==> config.mk <==
export PLATFORM = sky130hd
export DESIGN_NAME = pipeline_hazard_ctrl
export DESIGN_NICKNAME = d
export VERILOG_FILES = /design/src/rtl/pipeline_hazard_ctrl.sv
export SDC_FILE = /design/constraint.sdc
export NUM_CORES = 1
export LEC_CHECK = 0
export ABC_AREA = 1
export CORE_MARGIN = 1.5
export CORE_UTILIZATION = 40
export DETAILED_ROUTE_END_ITERATION = 6
export GPL_TIMING_DRIVEN = 0
export PLACE_DENSITY = 0.67
export SETUP_SLACK_MARGIN = 0.3
export SYNTH_ARGS = -nofsm -noshare
export SYNTH_HDL_FRONTEND = slang
export SYNTH_SLANG_ARGS = --single-unit
==> constraint.sdc <==
create_clock -name clk -period 1.7 [get_ports clk]
set_input_delay 0.34 -clock clk [delete_from_list [all_inputs] [get_ports clk]]
set_output_delay 0.34 -clock clk [all_outputs]
set_load 0.005 [all_outputs]
==> src/rtl/pipeline_hazard_ctrl.sv <==
// Stall/flush sequencer for the 5-stage DeltaRV pipeline.
// It handles load-use stalls, data-memory wait freezes and redirect squashes with refill bubbles.
// Outputs are combinational from the registered state and the current inputs. The state updates on the posedge of clk.
//
// Ports:
//   clk, rst            : clock; synchronous active-high reset
//   ID_rs1/ID_rs2       : source registers of the instruction in ID
//   ID_ValidReg         : [0] rd written, [1] rs1 read, [2] rs2 read
//   EX_rd/EX_ValidReg   : destination register and validity of the instruction in EX
//   EX_MemRead          : the instruction in EX is a load
//   EX_redirect         : a taken branch or jump resolved in EX
//   MEM_req/MEM_ack     : data-memory request from MEM / completion this cycle
//   PC_en ... MEM_WB_flush : per-stage enable and flush controls
//   mem_timeout         : sticky flag, set when a memory wait reaches MEM_TIMEOUT cycles
//
// Optional build macro HAZARD_PERF_EN adds two outputs, stall_cycles[31:0] and flush_events[31:0].
module pipeline_hazard_ctrl #(
    parameter int REDIRECT_BUBBLES = 1,
    parameter int MEM_TIMEOUT      = 255
) (
    input  logic       clk,
    input  logic       rst,
    input  logic [4:0] ID_rs1,
    input  logic [4:0] ID_rs2,
    input  logic [2:0] ID_ValidReg,
    input  logic [4:0] EX_rd,
    input  logic [2:0] EX_ValidReg,
    input  logic       EX_MemRead,
    input  logic       EX_redirect,
    input  logic       MEM_req,
    input  logic       MEM_ack,
    output logic       PC_en,
    output logic       IF_ID_en,
    output logic       IF_ID_flush,
    output logic       ID_EX_en,
    output logic       ID_EX_flush,
    output logic       EX_MEM_en,
    output logic       MEM_WB_flush,
    output logic       mem_timeout
`ifdef HAZARD_PERF_EN
    ,
    output logic [31:0] stall_cycles,
    output logic [31:0] flush_events
`endif
);

    typedef enum logic [1:0] {RUN, MEM_WAIT, REFILL} state_t;

    localparam logic [2:0]  RB   = 3'(REDIRECT_BUBBLES);
    localparam logic [15:0] WMAX = 16'(MEM_TIMEOUT);

    state_t      state, state_nxt;
    logic [2:0]  bub_cnt, bub_nxt;
    logic [15:0] wait_cnt, wait_nxt;
    logic        tmo_q, tmo_nxt;
    logic        luh, mst;

    assign luh = EX_MemRead & EX_ValidReg[0] & (EX_rd != 5'd0) &
                 ((ID_ValidReg[1] & (ID_rs1 == EX_rd)) |
                  (ID_ValidReg[2] & (ID_rs2 == EX_rd)));
    assign mst = MEM_req & ~MEM_ack;

    // The flag is forced low during reset as well as being cleared by it.
    assign mem_timeout = tmo_q & ~rst;

    always_comb begin
        PC_en        = 1'b1;
        IF_ID_en     = 1'b1;
        IF_ID_flush  = 1'b0;
        ID_EX_en     = 1'b1;
        ID_EX_flush  = 1'b0;
        EX_MEM_en    = 1'b1;
        MEM_WB_flush = 1'b0;
        state_nxt    = state;
        bub_nxt      = bub_cnt;
        wait_nxt     = wait_cnt;
        tmo_nxt      = tmo_q;

        if (rst) begin
            PC_en        = 1'b0;
            IF_ID_en     = 1'b0;
            ID_EX_en     = 1'b0;
            EX_MEM_en    = 1'b0;
            IF_ID_flush  = 1'b1;
            ID_EX_flush  = 1'b1;
            MEM_WB_flush = 1'b1;
        end else if ((state != MEM_WAIT && mst) || (state == MEM_WAIT && !MEM_ack)) begin
            // Freeze everything upstream of MEM and bubble into WB.
            PC_en        = 1'b0;
            IF_ID_en     = 1'b0;
            ID_EX_en     = 1'b0;
            EX_MEM_en    = 1'b0;
            MEM_WB_flush = 1'b1;
            state_nxt    = MEM_WAIT;
            if (state != MEM_WAIT) begin
                // Entering a wait abandons any refill that is left, because those slots are already bubbles.
                wait_nxt = 16'd1;
                if (WMAX == 16'd1) tmo_nxt = 1'b1;
            end else if (wait_cnt < WMAX) begin
                wait_nxt = wait_cnt + 16'd1;
                if (wait_cnt + 16'd1 == WMAX) tmo_nxt = 1'b1;
            end
        end else if (EX_redirect) begin
            // A redirect squashes ID, so it also masks any load-use hazard.
            IF_ID_flush = 1'b1;
            ID_EX_flush = 1'b1;
            if (REDIRECT_BUBBLES > 0) begin
                state_nxt = REFILL;
                bub_nxt   = RB;
            end else begin
                state_nxt = RUN;
            end
        end else if (state == REFILL) begin
            // ID holds a bubble during the refill, so load-use detection does not apply here.
            IF_ID_flush = 1'b1;
            bub_nxt     = bub_cnt - 3'd1;
            if (bub_cnt <= 3'd1) state_nxt = RUN;
        end else begin
            // RUN, or the MEM_ack cycle of MEM_WAIT.
            state_nxt = RUN;
            if (luh) begin
                PC_en       = 1'b0;
                IF_ID_en    = 1'b0;
                ID_EX_flush = 1'b1;
            end
        end
    end

    always_ff @(posedge clk) begin
        if (rst) begin
            state    <= RUN;
            bub_cnt  <= 3'd0;
            wait_cnt <= 16'd0;
            tmo_q    <= 1'b0;
        end else begin
            state    <= state_nxt;
            bub_cnt  <= bub_nxt;
            wait_cnt <= wait_nxt;
            tmo_q    <= tmo_nxt;
        end
    end

`ifdef HAZARD_PERF_EN
    // IF_ID_flush and ID_EX_flush are high together outside reset only when a redirect is taken.
    logic redir_flush;
    assign redir_flush = ~rst & IF_ID_flush & ID_EX_flush;

    always_ff @(posedge clk) begin
        if (rst) begin
            stall_cycles <= 32'd0;
            flush_events <= 32'd0;
        end else begin
            if (!PC_en)      stall_cycles <= stall_cycles + 32'd1;
            if (redir_flush) flush_events <= flush_events + 32'd1;
        end
    end
`endif

endmodule

==> results of run 1 <==
path summary, 6_finish.rpt:
kind                                endpoint  slack (ns)  cells past startpoint
worst max-delay path             IF_ID_flush       -0.07                     10
worst min-delay path            wait_cnt[13]        0.45                      2
worst max register to register         tmo_q        0.23                     10
worst min register to register  wait_cnt[13]        0.45                      2
stage by stage:
stage	worst slack [ns]	instances	utilization (%)	total power, mW
final	-0.0749	335	64.4	1.13
after global routing	-0.184	335	64.4	1.19
after CTS	-0.106	331	61.2	1.11
after detailed placement	-0.748	305	53.3	0.777
after global placement	-0.754	305	53.3	0.776
after floorplan	0.245	228	-	0.669
cells in the final DEF (no fill, tap or decap), types with 2 or more instances in the layout:
master           count
o21ai_0              3
inv_1               22
clkbuf_4             3
buf_6               11
dlygate4sd2_1       18
ha_1                 3
dfxtp_2              4
buf_2                4
clkdlybuf4s50_1      2
nand3_2              5
nand2_2              5
inv_4                2
nand4_1              5
xor2_1               2
clkbuf_8             2
buf_4               19
nor2_4               6
nand3_1             11
o21ai_1              3
nor3_1               4
inv_2               10
nand2_1             60
a21oi_1              6
dfxtp_1             17
nor2_2               3
nor2_1              35
nand2_4              8
clkdlybuf4s15_1      3
a21oi_2              4
per-layer routing:
layer  up-vias  wire length, microns  track usage (%)
met5         -                     0                0
met4         0                   120             7.22
met3        11                   176             3.42
met2        50                  1880             36.3
met1       678                  1630             24.7
li1        829                     -                -
cell type report:
cell class                 count  share of cell area [%]
tap                           46                    2.66
timing repair buffer          57                    23.4
sequential                    22                    20.7
clock buffer                   4                    1.67
buffer                         5                    2.37
inverter                      34                    6.12
multi-input combinational    167                    43.0
power by group through the flow:
stage               Sequential, mW  Clock, mW  Combinational [mW]
finish                       0.538      0.302               0.287
global route                 0.540      0.327               0.319
CTS                          0.537      0.302               0.266
detailed placement           0.549          0               0.228
global placement             0.548          0               0.228
floorplan                    0.547          0               0.122
state kept, by name, indices dropped and copies added, names as in the netlist:
register  cells
wait_cnt     16
tmo_q         1
bub_cnt       3
state         2
cell families (layout without fill, tap and decap cells):
family / after synthesis / after routing / share of synthesized area, %
AND/OR/NAND/NOR: 144 / 144 / 45.5
buffers and inverters: 39 / 100 / 11.7
flip-flops: 22 / 22 / 31.2
AO/OA/AOI/OAI: 17 / 17 / 6.83
adder cells (fa/ha/maj): 4 / 4 / 3.55
XOR/XNOR: 2 / 2 / 1.24
worst register-to-register path, delay by kind of cell (launching register included):
| kind | cells | cell delay (ns) |
|---|---|---|
| buffers and inverters | 3 | 0.34 |
| and+or+nand+nor | 7 | 0.61 |
| DFF | 1 | 0.48 |
timing repair:
| action | 4_1_cts | 5_1_grt |
|---|---|---|
| endpoints found under the setup margin | 27 | 27 |
| gates resized for setup | 92 | 24 |
| pin swaps | 32 | 18 |
| buffers inserted | 21 | 4 |
| endpoints found under the hold margin | 0 | 0 |
| gates cloned | 1 | 0 |
==> qor.csv, run 1 <==
stage;metric;value;unit
place;placed cell areas;0.00179;sq mm
worst_setup_path;Worst Setup SP;state[1];
power_and_ir_drop;Int Power;807;uW
floorplan;die area;0.00389;sq mm
power_and_ir_drop;Max IR drop VDD;0.440;mV
clock_network;Clock Sink Count;22;
clock_network;Bufs on Longest Clock Path;2;
worst_setup_path;Slowest-stage cell, CP;dfxtp_2;
floorplan;area of the core;0.00336;sq mm
finish;Ant. Diodes;0;
finish;Final nets;321;
yosys;post-synth top area cell;dfxtp_1;
worst_setup_path;Reg2Reg Launch Point;wait_cnt[3];
floorplan;Placement Rows;21;
worst_setup_path;Critical Path Most Common Cell;nor2_4;
power_and_ir_drop;Net Sw Power;320;uW
sta;Final Cycle Share;104;%
route;DR WL/cell;11.3;microns
route;final WL;3800;microns
clock_network;root buffer cell;clkbuf_4;
sta;Total Neg Setup Slack;-0.234;ns
hold_path;worst hold path type;register to register;
power_and_ir_drop;clock power share;26.8;%
clock_network;Max H-tree Level;1;
power_and_ir_drop;switching part of the total;28.4;%
sta;Worst Setup Slack, final;-0.0749;ns
route;Final ANT Viol Nets;0;
run_status;violated checks;negative setup slack;
yosys;Post-synth EDFFs;0;
power_and_ir_drop;Seq pwr share;47.8;%
sta;WHS;0.445;ns
sta;Final Skew;0.0270;ns
route;DRC;0;
floorplan;num ports;35;
yosys;register bit total from synthesis;22;
finish;area occupied by multi-input gates;932;sq um
power_and_ir_drop;static leakage;1.06;nW
worst_setup_path;Largest delay share family, worst path;buffers and inverters;
clock_network;Num CTS Buffers;3;
flow_run;max cap viols;0;
yosys;Avg Cell Area, Syn;6.19;sq um
yosys;top-count cell post-synth;nand2_1;
route;Via density;4.68;
yosys;top_reg_cell synth;dfxtp_1;
yosys;ys async rst share;0;%
route;drt initial violations;92;
global_route;pin count of the biggest net entering global routing;13;
route;first drt pass iteration count;4;
power_and_ir_drop;PwrDens;520;mW/mm^2
worst_setup_path;Req. time, crit path;1.36;ns
global_route;first-pass GRT wire length;6470;microns
place;Port Buffers;31;
sta;final hold vios;0;
yosys;top post-synthesis cells by area;dfxtp_1, nand2_1, nor2_1, inv_1, nand3_1;
sta;RSZ-0062 raised after global routing;yes;
sta;highest clock rate;563;MHz
hold_path;Hold Startpoint;wait_cnt[13];
run_status;status;finished, violations left;
finish;fill cell count;317;
power_and_ir_drop;logic gate share of total power;25.5;%
yosys;cell count after synthesis;228;
yosys;sequential cell area fraction in the yosys report;31.2;%
route;total number of vias;1568;
place;HPWL Detailed;2340;microns
global_route;All-Layer GR Usage;20.4;%
finish;share of cells above drive strength 1;32.2;%
clock_network;Worst-Skew Late Latency;0.33;ns
yosys;yosys warns;0;
sta;Final setup viols;4;
clock_network;CTS Hold Bufs;0;
global_route;antenna violations before repair;0;
yosys;synth unique cells;22;
sta;max_slew headroom;69.0;%
worst_setup_path;CP cell instances;inv_2 > nand2_4 > inv_4 > nor2_4 > nor2_4 > buf_6 > nor2_4 > inv_2 > nand2_2 > buf_2;
clock_network;clk slew on worst S/H paths;0.11;ns
worst_setup_path;Crit. End Element;output pin;
sta;worst-margin pin slew;0.465;ns
yosys;most frequent cells after synthesis;nand2_1, nor2_1, inv_1;
worst_setup_path;Critical Path Fanout Max;3;
finish;Layout area overhead;53.5;%
worst_setup_path;Crit path arrival time;1.43;ns
finish;Reg area;449;sq um
worst_setup_path;critical path class;register to output pin;
floorplan;Die W;62.4;microns
floorplan;Die H;62.4;microns
sta;max-slew violation count;0;
worst_setup_path;Setup crit start kind;register;
worst_setup_path;CP bufs+invs;5;
clock_network;CTS tree;yes;
yosys;Synth Cell Area;0.00141;sq mm
global_route;vias in the first global route;1492;
worst_setup_path;CP peak stage delay;0.34;ns
floorplan;Starting Density;42.0;%
sta;minimum clock period;1.77;ns
place;Placer Congestion;0.885;
finish;Final Instance Area;0.00217;sq mm
global_route;total congestion overflow;0;
yosys;synthesized net count;259;
yosys;Synth top area share;31.2;%
(Power assumes the default switching activity.)
==> inputs of run 2 (changes only) <==
--- a/config.mk
+++ b/config.mk
@@ -8,6 +8,7 @@
 export ABC_AREA = 1
 export CORE_MARGIN = 1.5
 export CORE_UTILIZATION = 40
+export CTS_CLUSTER_SIZE = 24
 export DETAILED_ROUTE_END_ITERATION = 6
 export GPL_TIMING_DRIVEN = 0
 export PLACE_DENSITY = 0.67
==> results of run 2 <==
No change in the layout: final DEF, timing and power equal those of run 1.
==> inputs of run 3 (changes only) <==
==> constraint.sdc (replaced) <==
create_clock -name clk -period 1.7 [get_ports clk]
set_input_delay 0.17 -clock clk [delete_from_list [all_inputs] [get_ports clk]]
set_output_delay 0.17 -clock clk [all_outputs]
set_load 0.005 [all_outputs]
==> run 3 against run 2 <==
Net effect:
- the flow now finishes without violations
- die area unchanged
- sequential power barely moved
- final area is 1.0% lower
- non-clock buffer count is 4 lower
- critical path depth did not move
- clock skew fell by 0.00098 ns
- worst hold slack lost 0.0050 ns
- clock-buffer cell count did not move
- utilization down 0.67 points
- combinational power increased by 5%
- setup slack improved by 0.17 ns
- sequential share of layout area is 0.22 points higher
==> qor.csv, run 3 (synthesis gave the netlist of run 1 again) <==
stage;metric;value;unit;change
route;first drt pass iteration count;4;;unchanged
power_and_ir_drop;static leakage;1.04;nW;-2.3%
sta;max-slew violation count;0;;unchanged
sta;Final setup viols;0;;-4
clock_network;CTS tree;yes;;
floorplan;Die H;62.4;microns;unchanged
clock_network;Worst-Skew Late Latency;0.33;ns;about the same
sta;final hold vios;0;;unchanged
finish;Ant. Diodes;0;;unchanged
finish;most frequent cells in the layout;nand2_1, nor2_1, inv_1;;
route;Via density;4.60;;-1.6%
hold_path;worst hold path type;register to register;;
floorplan;die area;0.00389;sq mm;unchanged
place;Placer Congestion;0.843;;-4.7%
worst_setup_path;Crit path arrival time;1.43;ns;about the same
clock_network;Clock Sink Count;22;;unchanged
worst_setup_path;Crit. End Element;output pin;;
worst_setup_path;Critical Path Fanout Max;3;;unchanged
power_and_ir_drop;Net Sw Power;317;uW;-0.98%
worst_setup_path;Setup crit start kind;register;;
route;Final ANT Viol Nets;0;;unchanged
route;final WL;3440;microns;-9.4%
worst_setup_path;Reg2Reg Launch Point;state[1];;
power_and_ir_drop;switching part of the total;27.8;%;-0.59 points
global_route;vias in the first global route;1438;;-3.6%
power_and_ir_drop;Seq pwr share;47.4;%;-0.4 points
finish;share of cells above drive strength 1;30.5;%;-1.7 points
floorplan;Starting Density;42.0;%;unchanged
floorplan;area of the core;0.00336;sq mm;unchanged
route;total number of vias;1524;;-2.8%
clock_network;CTS Hold Bufs;0;;unchanged
finish;leading cell type in the layout, fill and taps excluded;nand2_1;;
power_and_ir_drop;logic gate share of total power;26.5;%;+1.0 points
finish;Layout area overhead;52.0;%;
finish;Top Registers;wait_cnt x16, bub_cnt x3, state x2;;
worst_setup_path;Slowest-stage cell, CP;dfxtp_2;;
worst_setup_path;critical path class;register to output pin;;
sta;highest clock rate;624;MHz;+11%
clock_network;root buffer cell;clkbuf_4;;
hold_path;Hold Startpoint;wait_cnt[11];;
floorplan;num ports;35;;unchanged
sta;WHS;0.440;ns;-0.00500 ns
place;Port Buffers;31;;unchanged
place;DP Cell Count;305;;unchanged
power_and_ir_drop;PwrDens;531;mW/mm^2;+2.2%
clock_network;Num CTS Buffers;3;;unchanged
finish;fin cells;331;;-1.2%
sta;Final Cycle Share;94.3;%;-10 points
clock_network;clk slew on worst S/H paths;0.11;ns;about the same
global_route;antenna violations before repair;0;;unchanged
worst_setup_path;CP peak stage delay;0.33;ns;about the same
flow_run;max cap viols;0;;unchanged
finish;Final nets;317;;-1.2%
worst_setup_path;Critical Path Most Common Cell;nor2_4;;
finish;fill cell count;333;;+5.0%
worst_setup_path;Req. time, crit path;1.53;ns;+0.17 ns
global_route;total congestion overflow;0;;unchanged
sta;worst-margin pin slew;0.460;ns;-0.00525 ns
power_and_ir_drop;Int Power;823;uW;+1.9%
floorplan;Die W;62.4;microns;unchanged
run_status;status;complete, no violations;;
global_route;first-pass GRT wire length;5960;microns;-7.8%
power_and_ir_drop;Max IR drop VDD;0.449;mV;+2.1%
place;HPWL Detailed;2380;microns;+1.7%
sta;RSZ-0062 raised after global routing;yes;;
route;DR WL/cell;10.4;microns;-8.4%
worst_setup_path;Worst Setup SP;state[1];;
sta;Final Skew;0.0260;ns;-0.000975 ns
global_route;pin count of the biggest net entering global routing;13;;unchanged
finish;Largest register FFs;16;;unchanged
clock_network;Max H-tree Level;1;;unchanged
route;DRC;0;;unchanged
floorplan;Placement Rows;21;;unchanged
worst_setup_path;CP cell instances;inv_2 > nand2_4 > inv_4 > nor2_4 > nor2_4 > nor2_4 > nand2_2 > inv_2 > buf_4 > buf_2;;
route;drt initial violations;67;;-27%
sta;max_slew headroom;69.3;%;+0.35 points
clock_network;Bufs on Longest Clock Path;2;;unchanged
global_route;All-Layer GR Usage;18.4;%;-2.0 points
sta;minimum clock period;1.60;ns;-0.172 ns
finish;Most flops, register;wait_cnt;;
power_and_ir_drop;clock power share;26.1;%;-0.7 points
-- run 3: cell count changes in the layout (fill, tap and decap cells not counted), sizes merged --
| cell | previous run | this run |
|---|---|---|
| clkdlybuf4s50 | 2 | 11 |
| dlymetal6s2s | 0 | 5 |
| buf | 36 | 31 |
| clkdlybuf4s15 | 3 | 0 |
| clkbuf | 7 | 6 |
| dlygate4sd2 | 18 | 8 |
| bufbuf | 0 | 1 |
-- run 3: cell type report --
| type | count | area, sq um | share of cell area, % |
|---|---|---|---|
| inverters | 34 | 133 | 6.18 |
| flip-flops and latches | 22 | 449 | 20.9 |
| plain buffers | 5 | 38.8 | 1.81 |
| well taps | 46 | 57.6 | 2.68 |
| multi-input cells | 167 | 912 | 42.5 |
| clock buffers | 4 | 36.3 | 1.69 |
| repair buffers | 53 | 518 | 24.2 |
-- run 3: worst paths after layout --
path | to | slack (ns) | cells after the start
worst max-delay path | PC_en | 0.1 | 10
worst max register to register | wait_cnt[11] | 0.19 | 11
worst min-delay path | wait_cnt[11] | 0.44 | 2
worst min register to register | wait_cnt[11] | 0.44 | 2
-- run 3: repair_timing --
item	4_1_cts	5_1_grt
pin swaps	16	20
cloned	1	0
buffers inserted	16	5
setup endpoints to repair	28	26
gates resized for setup	65	29
-- run 3: critical path, delay by kind of cell, from the launching register on --
family	cells	cell delay, ns
buf+inv	5	0.40
flops	1	0.33
simple gates	5	0.39
-- run 3: metal layers --
layer,up-vias,wire (microns),GRT usage [%]
met2,25,1700,31.7
met3,7,99,3.42
met1,672,1580,23.3
li1,820,-,-
met4,0,58,5.83
met5,-,0,0
-- run 3: power by group through the flow --
stage	clock network [mW]	logic (mW)	registers, mW
global route	0.330	0.330	0.543
finish	0.297	0.302	0.540
floorplan	0	0.118	0.547
global placement	0	0.224	0.548
CTS	0.298	0.271	0.538
detailed placement	0	0.225	0.548
-- run 3: metrics by stage --
stage	total power [mW]	utilization, %	worst slack [ns]	TNS (ns)	instance area [sq um]
global route	1.20	63.8	-0.00365	-0.00365	2140
CTS	1.11	59.9	0.0284	0	2020
finish	1.14	63.8	0.0973	0	2140
floorplan	0.665	-	0.320	0	1410
global placement	0.772	53.0	-0.410	-2.43	1780
detailed placement	0.773	53.0	-0.410	-2.30	1780
